$ cat config.mk
export PLATFORM = sky130hd
export DESIGN_NAME = tone_gen
export DESIGN_NICKNAME = d
export VERILOG_FILES = /design/src/rtl/tone_gen.sv
export SDC_FILE = /design/constraint.sdc
export NUM_CORES = 1
export LEC_CHECK = 0
export CORE_MARGIN = 2
export CORE_UTILIZATION = 30
export DETAILED_ROUTE_END_ITERATION = 10
export PLACE_DENSITY = 0.57
export SYNTH_ARGS = -nofsm -noshare
export SYNTH_HDL_FRONTEND = slang
export SYNTH_SLANG_ARGS = --single-unit
$ cat constraint.sdc
create_clock -name clk_50MHz -period 2.3 [get_ports clk_50MHz]
set_input_delay 0.23 -clock clk_50MHz [delete_from_list [all_inputs] [get_ports clk_50MHz]]
set_output_delay 0.23 -clock clk_50MHz [all_outputs]
set_load 0.02 [all_outputs]
$ cat src/rtl/tone_gen.sv
// Four-tone 50% duty square-wave generator for the piezo buzzer.
// Define TONE_GEN_PERIOD_CNT_EN to add the period_cnt output.
module tone_gen #(
  parameter int CLK_HZ = 50_000_000,
  parameter int F0_HZ  = 262,
  parameter int F1_HZ  = 330,
  parameter int F2_HZ  = 392,
  parameter int F3_HZ  = 523,
  parameter int CNT_W  = 26
) (
  input  logic        clk_50MHz,
  input  logic        rst,
  input  logic [1:0]  state,
  input  logic        en,
  output logic        buzz,
  output logic [1:0]  active_tone,
  output logic        tone_strobe
`ifdef TONE_GEN_PERIOD_CNT_EN
  ,
  output logic [15:0] period_cnt
`endif
);

  localparam logic [CNT_W-1:0] N0 = CNT_W'(CLK_HZ / (2 * F0_HZ));
  localparam logic [CNT_W-1:0] N1 = CNT_W'(CLK_HZ / (2 * F1_HZ));
  localparam logic [CNT_W-1:0] N2 = CNT_W'(CLK_HZ / (2 * F2_HZ));
  localparam logic [CNT_W-1:0] N3 = CNT_W'(CLK_HZ / (2 * F3_HZ));

  typedef enum logic [1:0] {
    S_IDLE = 2'd0,
    S_HIGH = 2'd1,
    S_LOW  = 2'd2
  } fsm_t;

  fsm_t             r_fsm, w_fsm_next;
  logic [CNT_W-1:0] r_cnt, w_cnt_next;
  logic [1:0]       r_tone, w_tone_next;
  logic             r_load, w_load;
  logic [CNT_W-1:0] w_half;
  logic             w_last;

  // Output stage: buzz, strobe and tone are registered one cycle after the FSM
  logic             r_buzz;
  logic             r_strobe;
  logic [1:0]       r_tone_out;

  always_comb begin
    case (r_tone)
      2'd0:    w_half = N0;
      2'd1:    w_half = N1;
      2'd2:    w_half = N2;
      default: w_half = N3;
    endcase
  end

  assign w_last = (r_cnt == w_half - CNT_W'(1));

`ifdef TONE_GEN_PERIOD_CNT_EN
  logic        w_wrap;
  logic        r_wrap;
  logic [15:0] r_pcnt;
`endif

  always_comb begin
    w_fsm_next  = r_fsm;
    w_cnt_next  = r_cnt;
    w_tone_next = r_tone;
    w_load      = 1'b0;
`ifdef TONE_GEN_PERIOD_CNT_EN
    w_wrap      = 1'b0;
`endif
    case (r_fsm)
      S_IDLE: begin
        w_cnt_next = '0;
        if (en) begin
          w_fsm_next  = S_HIGH;
          w_tone_next = state;
          w_load      = 1'b1;
        end
      end
      S_HIGH: begin
        if (!en) begin
          w_fsm_next = S_IDLE;
          w_cnt_next = '0;
        end else if (w_last) begin
          w_fsm_next = S_LOW;
          w_cnt_next = '0;
        end else begin
          w_cnt_next = r_cnt + CNT_W'(1);
        end
      end
      S_LOW: begin
        if (!en) begin
          w_fsm_next = S_IDLE;
          w_cnt_next = '0;
        end else if (w_last) begin
          // Period boundary: the only point where a new tone may be taken
          w_fsm_next = S_HIGH;
          w_cnt_next = '0;
          if (state != r_tone) begin
            w_tone_next = state;
            w_load      = 1'b1;
          end else begin
`ifdef TONE_GEN_PERIOD_CNT_EN
            w_wrap = 1'b1;
`endif
          end
        end else begin
          w_cnt_next = r_cnt + CNT_W'(1);
        end
      end
      default: begin
        w_fsm_next = S_IDLE;
        w_cnt_next = '0;
      end
    endcase
  end

  always_ff @(posedge clk_50MHz or posedge rst) begin
    if (rst) begin
      r_fsm      <= S_IDLE;
      r_cnt      <= '0;
      r_tone     <= 2'b00;
      r_load     <= 1'b0;
      r_buzz     <= 1'b0;
      r_strobe   <= 1'b0;
      r_tone_out <= 2'b00;
    end else begin
      r_fsm      <= w_fsm_next;
      r_cnt      <= w_cnt_next;
      r_tone     <= w_tone_next;
      r_load     <= w_load;
      r_buzz     <= (r_fsm == S_HIGH);
      r_strobe   <= r_load;
      r_tone_out <= r_tone;
    end
  end

`ifdef TONE_GEN_PERIOD_CNT_EN
  always_ff @(posedge clk_50MHz or posedge rst) begin
    if (rst) begin
      r_wrap <= 1'b0;
      r_pcnt <= 16'h0000;
    end else begin
      r_wrap <= w_wrap;
      if (r_load)
        r_pcnt <= 16'h0000;
      else if (r_wrap && (r_pcnt != 16'hFFFF))
        r_pcnt <= r_pcnt + 16'h0001;
    end
  end

  assign period_cnt = r_pcnt;
`endif

  assign buzz        = r_buzz;
  assign tone_strobe = r_strobe;
  assign active_tone = r_tone_out;

endmodule

== Word-level counts from Yosys, hierarchy flattened ==
Cells that the tools add are included.

* Register bits: 35
* Bits of input ports: 5

* Add/sub/neg operators: 2
* Equality and inequality tests: 12
* Mux-type cells: 20
* Reduce and logical (&&, ||, !) cells: 6

{| class="wikitable"
|+ Operator list
! cell !! number
|-
| $mux 26 || 3
|-
| $pmux 17 s3 || 1
|-
| $add 26x1->26 const B || 1
|-
| $eq 26x26->1 || 1
|-
| $sub 26x1->26 const B || 1
|-
| $mux 2 || 9
|-
| $ne 2x2->1 const B || 4
|-
| $ne 3x3->1 const B || 2
|-
| $pmux 2 s3 || 1
|-
| $reduce_and 5->1 || 1
|-
| $eq 2x1->1 const B || 2
|-
| $eq 2x2->1 const B || 2
|-
| $logic_not 2->1 || 2
|-
| $mux 1 || 4
|-
| $pmux 2 s2 || 1
|-
| $reduce_and 3->1 || 1
|-
| $ne 2x2->1 || 1
|-
| $pmux 1 s2 || 1
|-
| $reduce_bool 2->1 || 1
|-
| $reduce_or 2->1 || 1
|}

== Longest topological paths before layout ==
* Depth in word-level cells: 7
* Depth in mapped cells: 9
* Gate-level depth less buffers: 7

== Worst setup path before layout ==
Ideal clock, no wire load.

* Kind: register to register
* From: reg r_tone[0]
* To: reg r_cnt[13]
* Library setup time: 0.119 ns
* Arrival time: 2.273 ns
* Required time: 2.181 ns
* Slack: -0.092 ns
* Stages on the path, launching flop included: 10
* Path buffers: 2
* Cells stage by stage: dfrtp_1 clkbuf_1 inv_1 ha_1 or3_1 a222oi_1 nand4_2 nand3_2 buf_6 nor2_1

* Cells in the longest elaborated chain, start to end: 7
* Elaborated cells between the ends (all ways): 9
* Classes of those cells: add/sub (1); eq/ne (3); mux (4); reduce/logical (1)

{| class="wikitable"
|+ Ends and longest elaborated chain
! item !! line !! RTL
|-
| start, declared || 37 || <nowiki>logic [1:0] r_tone, w_tone_next;</nowiki>
|-
| start signal, assigned || 131 || <nowiki>r_tone <= w_tone_next;</nowiki>
|-
| $eq 2x2->1, or another cell as far along || 48 || <nowiki>case (r_tone)</nowiki>
|-
| $pmux 17 s3 (*) || 48 ||
|-
| $sub 26x1->26 (*) || 56 || <nowiki>assign w_last = (r_cnt == w_half - CNT_W'(1));</nowiki>
|-
| $eq 26x26->1 (*) || 56 ||
|-
| $mux 26 (*) || 85, 96 ||
|-
| $mux 26 (*) || 82 || <nowiki>if (!en) begin</nowiki>
|-
| $mux 26 (*) || -- ||
|-
| via w_cnt_next[13] || 36 || <nowiki>logic [CNT_W-1:0] r_cnt, w_cnt_next;</nowiki>
|-
| end signal, assigned || 130 || <nowiki>r_cnt <= w_cnt_next;</nowiki>
|-
| end, declared || 36 ||
|}

Mark *: on every way through the listed nets, which the timed path passes. The rest lies on a longest branch.
A chain may end at the register's enable or synchronous reset.

== Final worst setup path ==
* From: reg r_tone[0]
* To: reg r_fsm[1]

* Cells in the longest elaborated chain, start to end: 6
* Elaborated cells between the ends (all ways): 9
* Classes of those cells: add/sub (1); eq/ne (5); mux (1); reduce/logical (2)

{| class="wikitable"
|+ Ends and longest elaborated chain
! item !! line !! RTL
|-
| $eq 2x2->1, or another cell as far along || 48 ||
|-
| $pmux 17 s3 (*) || 48 ||
|-
| $sub 26x1->26 (*) || 56 ||
|-
| $eq 26x26->1 (*) || 56 ||
|-
| $ne 3x3->1 (no line) || -- ||
|-
| $reduce_and 3->1 (no line) (*) || -- ||
|-
| end signal, assigned || 129 || <nowiki>r_fsm <= w_fsm_next;</nowiki>
|-
| end, declared || 35 || <nowiki>fsm_t r_fsm, w_fsm_next;</nowiki>
|}

Mark *: on every way between the ends. The rest lies on a longest branch, timed or not.

==> flow_summary.rst <==
.. list-table::
   :header-rows: 1

   * - Metric
     - Value
   * - Clk Latency, worst-skew pair
     - 290 ps
   * - HPWL after detailed placement
     - approximately 2700 um
   * - CP Launch Point
     - r_tone[0]
   * - Hold buffer count at CTS
     - 0
   * - Min Clock Period, post-route
     - 2272 ps
   * - Total Power Consumption
     - 1.977 mW
   * - Total internal power
     - 1.386 mW
   * - Post-CTS sizing
     - 0
   * - Switching part of the total power
     - 0.2991
   * - CTS tree
     - yes
   * - Starting density of the core
     - 0.3076
   * - DRC
     - 0
   * - Synthesized instance count
     - 197
   * - Count of different cell masters after synthesis
     - 37
   * - Clock Path Buffers
     - 2
   * - Nature of the critical path startpoint
     - flip-flop
   * - Data required time of the worst path
     - 2460 ps
   * - Endpoint of the worst register-to-register path
     - r_fsm[1]
   * - Buffers inserted by post-CTS timing repair
     - 0
   * - Clk network pwr share
     - 0.339
   * - Wire length of the first global-routing pass
     - 6982 um
   * - Crit path DAT
     - 2430 ps
   * - Combinational share of power
     - 0.294
   * - Clock root buffer
     - clkbuf_8
   * - Reg-to-reg slack, setup
     - 30 ps
   * - Switching pwr
     - approximately 0.59 mW
   * - Synthesized area per cell
     - between 9 and 10 sq um
   * - Synth area leader
     - dfrtp_1
   * - Layout-stage area growth over the synthesis result
     - 23.00%
   * - Worst hold slack
     - 334.3 ps
   * - Net count of the finished layout
     - 231
   * - Pwr Density
     - 827.8 mW/mm^2
   * - Num CTS Buffers
     - 5
   * - Portion of the clock cycle consumed by the worst path in the final layout
     - 0.9879
   * - Element type at the critical path end
     - flip-flop
   * - Mean routed wirelength per cell
     - 14.32 um
   * - Count leader, synth
     - dfrtp_1
   * - Via count of the first global-routing pass
     - 1457
   * - Max rail drop VDD
     - 333.2 uV
   * - Site row count
     - 29
   * - Post-synthesis instance area
     - 0.001942 sq mm
   * - Max Fanout on Critical Path
     - 6
   * - Number of enable flip-flop cells after synthesis
     - 0
   * - Dominant cells by area after synthesis
     - dfrtp_1 (45%), xor2_1 (8.6%), ha_1 (6.4%)
   * - Actual transition at the worst max-transition pin
     - 453.6 ps
   * - Setup repair after global routing missed its margin
     - true
   * - All-Layer GR Usage
     - 0.1211
   * - Number of max-slew violations in the final report
     - 0
   * - Die height
     - 84.46 um
   * - Syn. warnings
     - 0
   * - Routed vias/inst
     - between 5 and 6
   * - Sequential-to-total area share from yosys stat
     - 0.4510
   * - Number of nets in the synthesized netlist
     - 212
   * - Input/output buffers
     - 8
   * - Relative contribution of sequential cells to total power
     - 0.367
   * - Initial DRT Pass Iterations
     - 4
   * - Proportion of netlist area held by the largest area contributor
     - 0.4510
   * - Path class of the lowest-slack min-delay path
     - primary input to asynchronous set/reset pin
   * - Count of state elements after synthesis
     - 35
   * - Placed Instances
     - ~280
   * - Setup skew after layout
     - 9.308 ps
   * - DRC marker count from the first detailed-route iteration
     - 149
   * - Fin cells
     - ~290
   * - Worst rel slew slack
     - 0.6976
   * - Share of flip-flops with an asynchronous set or reset
     - 1.000
   * - Total global routing overflow
     - 0
   * - Largest net degree at the start of global routing
     - 36
   * - Primary flip-flop cell chosen by synthesis mapping
     - dfrtp_1
   * - Placeable Area
     - 0.006314 sq mm
   * - Run status
     - completed
   * - Most numerous cell types in the synthesized netlist
     - dfrtp_1 (35), nor2_1 (33), xor2_1 (19)
   * - Die width
     - 84.46 um
   * - Final Setup Violations
     - 0
   * - Final hold vios
     - 0
   * - Leakage power total
     - 0.9832 nW
   * - GPL Wtd Cong
     - 0.7453
   * - Antenna Cells
     - 0
   * - DIE AREA
     - roughly 0.007 sq mm
   * - Number of antenna violations at the first check in global routing
     - 0
   * - Number of ports placed on the die boundary
     - 9
   * - Max cap viols
     - 0
   * - Clock transition at the registers of the reported paths
     - 80 ps
   * - H-tree Lvls
     - 2
   * - Clock net sink count
     - 35
   * - Wirelength, routed
     - approximately 4200 um
   * - Overall via count from detail_route
     - roughly 1.5k
   * - Remaining antenna violation count after routing
     - 0
   * - Max Clock Freq
     - roughly 0.44 GHz
   * - Depth of the worst register-to-register path
     - 7
   * - Share of post-route cells with drive strength above 1
     - 0.1843
   * - Startpoint of the most critical register-to-register path
     - r_tone[0]
   * - Type of the worst setup path
     - flip-flop to flip-flop
==> registers in the layout, indices dropped and copies added (netlist names) <==
name	flops
r_cnt	26
active_tone	2
r_fsm	2
r_tone	2
buzz	1
r_load	1
tone_strobe	1
==> power groups by stage <==
stage / Sequential [mW] / Clock, mW / Combinational (mW)
floorplan: 0.772 / 0 / 0.296
global placement: 0.734 / 0 / 0.517
detailed placement: 0.737 / 0 / 0.523
CTS: 0.725 / 0.686 / 0.528
global route: 0.735 / 0.714 / 0.641
finish: 0.725 / 0.670 / 0.582
==> critical path: stages, from the launching register on <==
cell and delay (ps):
dfrtp_1 420, ha_2 200, or4_1 520, a222oi_1 370, nand4_2 230, buf_6 200
nand4_1 90, o221ai_1 130
==> cells in the final DEF (no fill, tap or decap), types with 2 or more instances in the layout <==
| cell type | Yosys | final |
|---|---|---|
| inv_1 | 7 | 6 |
| nor2_2 | 0 | 11 |
| o21ai_0 | 4 | 4 |
| nor2_4 | 0 | 2 |
| nand3b_1 | 2 | 2 |
| bufinv_16 | 0 | 2 |
| and3_1 | 5 | 5 |
| nand2_1 | 5 | 5 |
| a21oi_1 | 4 | 4 |
| buf_6 | 2 | 2 |
| nor2_1 | 33 | 20 |
| o211ai_1 | 3 | 3 |
| or3b_2 | 2 | 2 |
| nand3_1 | 15 | 15 |
| dfrtp_1 | 35 | 35 |
| ha_1 | 10 | 9 |
| mux2i_1 | 2 | 2 |
| xor2_1 | 19 | 19 |
| xnor2_1 | 8 | 8 |
| and4b_1 | 2 | 2 |
| nand4_1 | 10 | 10 |
| and4_1 | 3 | 3 |
| nor4_1 | 3 | 3 |
| clkdlybuf4s50_1 | 0 | 8 |
| buf_4 | 0 | 8 |
| clkbuf_8 | 0 | 5 |
| and2_1 | 2 | 2 |
| nand4bb_1 | 2 | 2 |
==> layout make-up <==
cell class	instances	area (sq um)
clock buffers	5	68.82
clock inverters	3	67.56
fillers	659	3925
inverters	7	26.28
multi-input cells	147	1046
flip-flops and latches	35	875.8
well taps	77	96.34
repair buffers	20	207.7
==> worst max path at each step <==
stage	endpoint	cells past startpoint	slack, ps
after floorplan	r_cnt[13]	9	5
after detailed placement	r_fsm[1]	7	50
after global placement	r_fsm[1]	7	120
after global routing	r_cnt[13]	7	-70
final	r_fsm[1]	7	30
after CTS	r_fsm[1]	7	40
==> per-stage QoR <==
stage | area (sq um) | worst slack [ps] | util | TNS (ps)
6_report | 2389 | 27.78 | 0.3783 | 0
5_1_grt | 2389 | -66.73 | 0.3783 | -1387
4_1_cts | 2296 | 38.17 | 0.3637 | 0
3_5_place_dp | 2160 | 47.17 | 0.3421 | 0
3_3_place_gp | 2160 | 119.1 | 0.3421 | 0
2_1_floorplan | 1943 | 5.387 | - | 0
==> per-layer routing <==
layer	vias up	wire length [um]	track usage	part of all wire
li1	722	-	-	-
met1	735	2012	0.1667	0.48
met2	28	2006	0.1890	0.48
met3	7	111	0.02458	0.026
met4	0	80	0.04473	0.019
met5	-	0	0	0
==> logic make-up after synthesis <==
kind of cell,Yosys count,share of synthesized area
fa+ha+maj,10,0.06443
simple gates,92,0.2616
compound gates,16,0.05348
flops,35,0.4510
buf+inv,15,0.03737
mux,2,0.01031
xor+xnor,27,0.1218
(Power assumes the default switching activity.)
